### config.mk
export PLATFORM = sky130hd
export DESIGN_NAME = ising_phase_sampler
export DESIGN_NICKNAME = d
export VERILOG_FILES = /design/src/rtl/ising_phase_sampler.sv
export SDC_FILE = /design/constraint.sdc
export NUM_CORES = 1
export LEC_CHECK = 0
export ABC_CLOCK_PERIOD_IN_PS = 5450
export BUFFER_PORTS_ARGS = -buffer_cell sky130_fd_sc_hd__buf_2
export CAP_MARGIN = 0
export CORE_MARGIN = 3
export CORE_UTILIZATION = 41
export CTS_CLUSTER_DIAMETER = 60
export CTS_CLUSTER_SIZE = 25
export DETAILED_ROUTE_END_ITERATION = 7
export HOLD_SLACK_MARGIN = 0.08
export MAX_ROUTING_LAYER = met4
export PLACE_DENSITY = 0.57
export SETUP_SLACK_MARGIN = 0.3
export SLEW_MARGIN = 25
export SYNTH_ARGS = -nofsm -noshare
export SYNTH_HDL_FRONTEND = slang
export SYNTH_SLANG_ARGS = --single-unit
### constraint.sdc
create_clock -name clk -period 5.45 [get_ports clk]
set_input_delay 0.8175 -clock clk [delete_from_list [all_inputs] [get_ports clk]]
set_output_delay 0.8175 -clock clk [all_outputs]
set_load 0.005 [all_outputs]
### src/rtl/ising_phase_sampler.sv
// Decodes coupled-oscillator phases into spins relative to oscillator 0.
// Optional raw-count readout port: ISING_SAMPLER_COUNTS_EN.
module ising_phase_sampler #(
  parameter int N             = 3,
  parameter int COUNTER_WIDTH = 16,
  parameter int SYNC_STAGES   = 2,
  localparam int SW = (N > 1) ? $clog2(N) : 1
) (
  input  logic                     clk,
  input  logic                     rst,
  input  logic [N-1:0]             osc_in,
  input  logic                     start,
  input  logic [COUNTER_WIDTH-1:0] sample_len,
  output logic                     busy,
  output logic                     valid,
  output logic [N-1:0]             spins
`ifdef ISING_SAMPLER_COUNTS_EN
  ,
  input  logic [SW-1:0]            cnt_sel,
  output logic [COUNTER_WIDTH-1:0] cnt_out
`endif
);

  typedef enum logic [1:0] {
    IDLE,
    SAMPLE,
    DECIDE
  } state_t;

  state_t state_q, state_d;

  logic [N-1:0]             sync_q [SYNC_STAGES];
  logic [N-1:0]             s;
  logic [N-1:0]             mis;
  logic [N-1:0]             dec;
  logic [COUNTER_WIDTH-1:0] rem_q;
  logic [COUNTER_WIDTH-1:0] len_q;
  logic [COUNTER_WIDTH-1:0] cnt_q   [N];
  logic [COUNTER_WIDTH-1:0] cnt_nxt [N];
  logic [N-1:0]             spins_q;
  logic                     accept;
  logic                     last;

  // Synchronizers free-run and are deliberately left out of reset.
  always_ff @(posedge clk) begin
    sync_q[0] <= osc_in;
    for (int k = 1; k < SYNC_STAGES; k++)
      sync_q[k] <= sync_q[k-1];
  end

  assign s   = sync_q[SYNC_STAGES-1];
  assign mis = s ^ {N{s[0]}};

  // DECIDE doubles as an idle slot so a start in the valid cycle lands.
  assign accept = start && (sample_len != '0) && (state_q != SAMPLE);
  assign last   = (state_q == SAMPLE) && (rem_q == COUNTER_WIDTH'(1));

  always_comb begin
    state_d = state_q;
    unique case (state_q)
      IDLE:    if (accept) state_d = SAMPLE;
      SAMPLE:  if (last) state_d = DECIDE;
      DECIDE:  state_d = accept ? SAMPLE : IDLE;
      default: state_d = IDLE;
    endcase
  end

  always_comb begin
    for (int i = 0; i < N; i++) begin
      cnt_nxt[i] = '0;
      dec[i]     = 1'b0;
    end
    for (int i = 1; i < N; i++) begin
      cnt_nxt[i] = cnt_q[i] + COUNTER_WIDTH'(mis[i]);
      dec[i]     = {cnt_nxt[i], 1'b0} > {1'b0, len_q};
    end
  end

  always_ff @(posedge clk) begin
    if (rst) begin
      state_q <= IDLE;
      rem_q   <= '0;
      len_q   <= '0;
      spins_q <= '0;
      for (int i = 0; i < N; i++) cnt_q[i] <= '0;
    end else begin
      state_q <= state_d;
      if (accept) begin
        rem_q <= sample_len;
        len_q <= sample_len;
        for (int i = 0; i < N; i++) cnt_q[i] <= '0;
      end else if (state_q == SAMPLE) begin
        rem_q <= rem_q - COUNTER_WIDTH'(1);
        for (int i = 0; i < N; i++) cnt_q[i] <= cnt_nxt[i];
        // Decode with the L-th sample folded in so spins show with valid.
        if (last) spins_q <= dec;
      end
    end
  end

  assign busy  = (state_q == SAMPLE);
  assign valid = (state_q == DECIDE);
  assign spins = spins_q;

`ifdef ISING_SAMPLER_COUNTS_EN
  logic [COUNTER_WIDTH-1:0] cnt_mux;

  always_comb begin
    cnt_mux = '0;
    for (int i = 0; i < N; i++)
      if (cnt_sel == SW'(i)) cnt_mux = cnt_q[i];
  end

  always_ff @(posedge clk) begin
    if (rst) cnt_out <= '0;
    else     cnt_out <= cnt_mux;
  end
`endif

endmodule

# Yosys cells after proc, flatten, opt, wreduce, memory -nomap -nowiden
# Memory sizes are Yosys's and may differ from the RTL's.
# Cells that the tools add are included.
# Widths: inputs -> output; s select.
[totals] regBits=36 mem_bits_rw=54 input_bits=22 output_inout_bits=5 word_cells=54 n_memories=2
[memory_table] memory="cnt_q" depth=3 width=16 read_ports=2 rd_ports_with_merged_regs=0 write_ports=3 line="38" text="logic [COUNTER_WIDTH-1:0] cnt_q [N];"
[memory_table] memory="sync_q" depth=2 width=3 read_ports=2 rd_ports_with_merged_regs=0 write_ports=2 line="32" text="logic [N-1:0] sync_q [SYNC_STAGES];"
[classes] add_sub_neg=3 magnitude_cmp=2 eq_ne=6 muxes=21 n_bitwise=8 n_reduce_logical=8
[ops] cell="$mux 16" n=8
[ops] cell="$gt 17x16->1" n=2
[ops] cell="$add 16x1->16" n=2
[ops] cell="$eq 16x1->1 const B" n=1
[ops] cell="$reduce_bool 16->1" n=1
[ops] cell="$sub 16x1->16 const B" n=1
[ops] cell="$mux 1" n=10
[ops] cell="$or 1x1->1" n=6
[ops] cell="$pmux 2 s3" n=1
[ops] cell="$mux 2" n=2
[ops] cell="$ne 2x1->1 const B" n=2
[ops] cell="$logic_and 1x1->1" n=3
[ops] cell="$reduce_and 3->1" n=1
[ops] cell="$xor 3x3->3" n=1
[ops] cell="$eq 2x1->1 const B" n=1
[ops] cell="$eq 2x2->1 const B" n=1
[ops] cell="$logic_not 2->1" n=1
[ops] cell="$ne 2x2->1 const B" n=1
[ops] cell="$reduce_and 2->1" n=1
[ops] cell="$reduce_bool 2->1" n=1
[ops] cell="$not 1->1" n=1

# Depth between registers and ports, before layout
[logic_depth] depth_word=8 ltp_mapped=12 depth_no_buf=12

# Worst setup path before layout
# Ideal clock, no wire load.
[synth_timing] path_kind="input -> register" start="input sample_len[8]" end="memory cnt_q[1][0] (enable)" setup_ps=482 t_arrival_ps=2563 required_time_ps=4968 setup_slack_ps=2405 cell_stages=4 n_path_buf=0 cell_sequence="or4_4 o41ai_4 and2_1 nand2b_1"
[synth_rtl] element="start: declaration" line="13" text="input logic [COUNTER_WIDTH-1:0] sample_len,"
[synth_rtl] element="end: declaration" line="38"

==> impl_metrics.yaml <==
run_status:
  status: "complete, no violations"
floorplan:
  start_util_pct: 42.53
  coreArea_um2: 9819
  die-width_um: 106.9
  ios: 27
  die_area_um2: 11430
  row_count: 36
  die_h_um: 106.9
detailed_routing:
  wire_per_inst_um: 15.00
  vias: 3196
  drc_errors: 0
  drt-pass1-iter-count: 5
  drt-total-wl_um: 9061
  vias_per_cell: 5.291
  first_iter_violations: 152
  ant_nets: 0
logic_synthesis:
  synth-simple-area-share_pct: 24.27
  synth_compound_area_share_pct: 11.26
  synthAdderAreaFrac_pct: 10.78
  ys_ff_latch: 74
  ys_warn_count: 0
  synth_area_per_cell_um2: 9.449
  netlist_area_um2: 4177
  ys_types: 47
  ys.flop_type: "dfxtp_1"
  synthArstFlopShare_pct: 0
  synthCells: 442
  syn_nets: 500
  synthXorXnorAreaFrac_pct: 6.501
  synth_mux_area_share_pct: 0.2696
  synth_top_family_by_area: "simple AND/OR/NAND/NOR gates"
  synth_edf_count: 32
  yosysSeqAreaShare_pct: 43.14
pwr:
  pwr-share-clk_pct: 34.4
  power.switching_uw: 386.9
  p_leak_nw: 1.881
  internal_power_uw: 955.1
  seq_power_share_pct: 48.6
  p_sw_share_pct: 28.83
  p_per_area_nw_per_um2: 289.5
  peakVddDrop_v: 0.0001267
  power_mw: 1.342
  combinationalPowerShare_pct: 17.0
placed_design:
  post-dp-hpwl_um: 6854
  gp_congestion: 0.8485
  io_buffers: 25
timing:
  post-route-min-period_ns: 3.116
  fmax_ghz: 0.3209
  drv_slew: 0
  setup_viol: 0
  finalHoldViolCount: 0
  setup_tns_ns: 0
  rsz0062_at_grt: "no"
  min_period_over_period_pct: 57.17
  slew_headroom_pct: 51.67
  worst_pin_slew_ns: 0.7249
  skew_ns: 0.01053
worst_setup_path:
  critPathCaptureType: "flop"
  cp_num_buf_inv: 0
  startpoint_type: "flop"
  cp_max_fo: 4
  path_delay_family: "simple AND/OR/NAND/NOR gates"
  slowest_delay_ns: 0.47
  path_cells: "xor2_1 > ha_1 > ha_1 > and4_1 > nand4_1 > xnor2_1 > ha_1 > nand4_1 > nor4_1 > mux2_2 > a31o_2 > a311oi_1"
  crit_type: "reg -> reg"
  cpMostUsedCell: "ha_1"
  cp.required_ns: 5.65
  crit_arrival_ns: 3.32
  cp_slowest_cell: "nor4_1"
global_routing:
  grt_antenna_before_repair: 0
  grt_util_all_layers_pct: 17.36
  grt_overflow: 0
  grt_max_degree: 39
  grt_pass1_wl_um: 15210
  grt_pass1_vias: 2988
layout:
  regArea_um2: 1802
  num-fill-cells: 992
  diodes: 0
  finish.net_count: 524
  drive_above_1_share_pct: 11.25
  syn2layout_area_growth_pct: 10.99
  multi_input_area_um2: 2231
hold_path:
  hp-class: "reg -> reg"
clocking:
  cts_made_buffers: 9
  clock_sinks: 74
  ctsResizeCount: 0
  cts-root-buf: "clkbuf_8"
  cts_setup_buffers: 0
  h-tree-depth: 3
  clk_latency_ns: 0.34
  clk_pin_slew_worst_paths_ns: 0.09
  clockBufferDepth: 2
  holdBufCountCts: 0
  cts_tree: "built"
flow_run:
  cap_violations: 0
sequential cells by signal, summed over array words and instances, names as in the netlist:
name / cells
spins: 2
state_q: 2
sync_q: 6
len_q: 16
rem_q: 16
cnt_q: 32
per-layer routing:
| metal | track usage, % | wire length (um) | part of all wire [%] | vias up |
|---|---|---|---|---|
| met2 | 25.54 | 3900 | 43 | 61 |
| met4 | 5.753 | 145 | 1.6 | 0 |
| met1 | 24.68 | 4689 | 52 | 1486 |
| met5 | - | 0 | 0 | - |
| met3 | 2.468 | 325 | 3.6 | 12 |
| li1 | - | - | - | 1637 |
metrics by stage:
| step | std cells | hold WS [ns] | utilization (%) | area, um2 | worst slack, ns |
|---|---|---|---|---|---|
| after CTS | 604 | 0.3309 | 47.13 | 4628 | 2.307 |
| after global routing | 604 | 0.3500 | 47.21 | 4636 | 2.112 |
| after detailed placement | 588 | 0.3121 | 44.88 | 4407 | 2.116 |
| after floorplan | 442 | 0.3096 | - | 4177 | 2.405 |
| final | 604 | 0.3303 | 47.21 | 4636 | 2.334 |
| after global placement | 588 | 0.3116 | 44.88 | 4407 | 2.175 |
worst register-to-register path, delay by kind of cell (launching register included):
kind | cells | cell delay [ns]
multiplexers | 1 | 0.23
AO/OA/AOI/OAI | 2 | 0.18
flip-flops | 1 | 0.36
XOR/XNOR | 2 | 0.33
adder cells (fa/ha/maj) | 3 | 0.76
AND/OR/NAND/NOR | 4 | 1.11
power groups by stage:
stage / logic [mW] / registers [mW] / clock network (mW)
3_5_place_dp: 0.227 / 0.664 / 0
2_1_floorplan: 0.172 / 0.656 / 0
6_report: 0.228 / 0.652 / 0.462
5_1_grt: 0.260 / 0.658 / 0.504
4_1_cts: 0.228 / 0.652 / 0.477
3_3_place_gp: 0.222 / 0.663 / 0
cell usage after synthesis, types with 2 or more instances:
library cell | number | area share (%)
ha_1 | 36 | 11
clkbuf_1 | 10 | 0.90
o311ai_1 | 4 | 0.84
o31ai_1 | 2 | 0.36
a21o_1 | 6 | 1.1
nand4_1 | 10 | 1.5
or4_1 | 7 | 1.3
xor2_1 | 11 | 2.3
nor3_1 | 12 | 1.4
nor3b_1 | 2 | 0.36
nand3_1 | 22 | 2.6
nand2_1 | 47 | 4.2
xnor2_1 | 20 | 4.2
dfxtp_1 | 42 | 20
and3_1 | 9 | 1.3
nor2_1 | 27 | 2.4
nor4_1 | 5 | 0.75
a311oi_1 | 2 | 0.42
o21ai_0 | 7 | 0.84
edfxtp_1 | 32 | 23
and2_1 | 31 | 4.6
or4_4 | 2 | 0.54
nand2b_1 | 8 | 1.2
a21oi_1 | 33 | 4.0
and4_1 | 4 | 0.84
inv_1 | 19 | 1.7
o31a_1 | 2 | 0.42
a31oi_1 | 9 | 1.3
buf_6 | 3 | 0.81
cells in the final DEF (no fill, tap or decap), types with 2 or more instances in the layout:
cell type / synthesis / routed
o31ai_1: 2 / 2
a311oi_1: 2 / 2
and4_1: 4 / 4
or4_1: 7 / 7
a31oi_1: 9 / 9
dfxtp_1: 42 / 42
o31a_1: 2 / 2
clkbuf_8: 0 / 9
ha_1: 36 / 36
buf_2: 0 / 25
nor3b_1: 2 / 2
and3_1: 9 / 9
nand3_1: 22 / 22
buf_4: 1 / 2
o311ai_1: 4 / 4
nor3_1: 12 / 12
o21ai_0: 7 / 7
clkinv_4: 0 / 3
a21o_1: 6 / 6
nand2b_1: 8 / 7
inv_1: 19 / 19
and2_1: 31 / 31
xnor2_1: 20 / 20
edfxtp_1: 32 / 32
xor2_1: 11 / 11
nand4_1: 10 / 10
nand2_1: 47 / 47
or4_4: 2 / 2
a21oi_1: 33 / 33
nor2_1: 27 / 26
nor4_1: 5 / 5
layout make-up:
type,count,area share (%)
multi-input combinational,334,48.12
inverter,20,1.619
sequential,74,38.87
clock inverter,6,1.565
clock buffer,10,3.212
tap,133,3.590
timing repair buffer,27,3.023
cell families after synthesis:
family / after synthesis
buf+inv: 34
compound gates: 73
mux: 1
other cells: 1
fa+ha+maj: 36
xor+xnor: 31
flops: 74
simple gates: 192
final timing paths:
path / slack, ns / start / to / cells after the start
max reg2reg: 2.33 / sync_q[0][3]$_DFF_P_ / spins[1]$_SDFFE_PP0P_ / 12
min: 0.33 / sync_q[0][2]$_DFF_P_ / sync_q[0][5]$_DFF_P_ / 0
max: 2.33 / sync_q[0][3]$_DFF_P_ / spins[1]$_SDFFE_PP0P_ / 12
min reg2reg: 0.33 / sync_q[0][2]$_DFF_P_ / sync_q[0][5]$_DFF_P_ / 0
(Power assumes the default switching activity.)
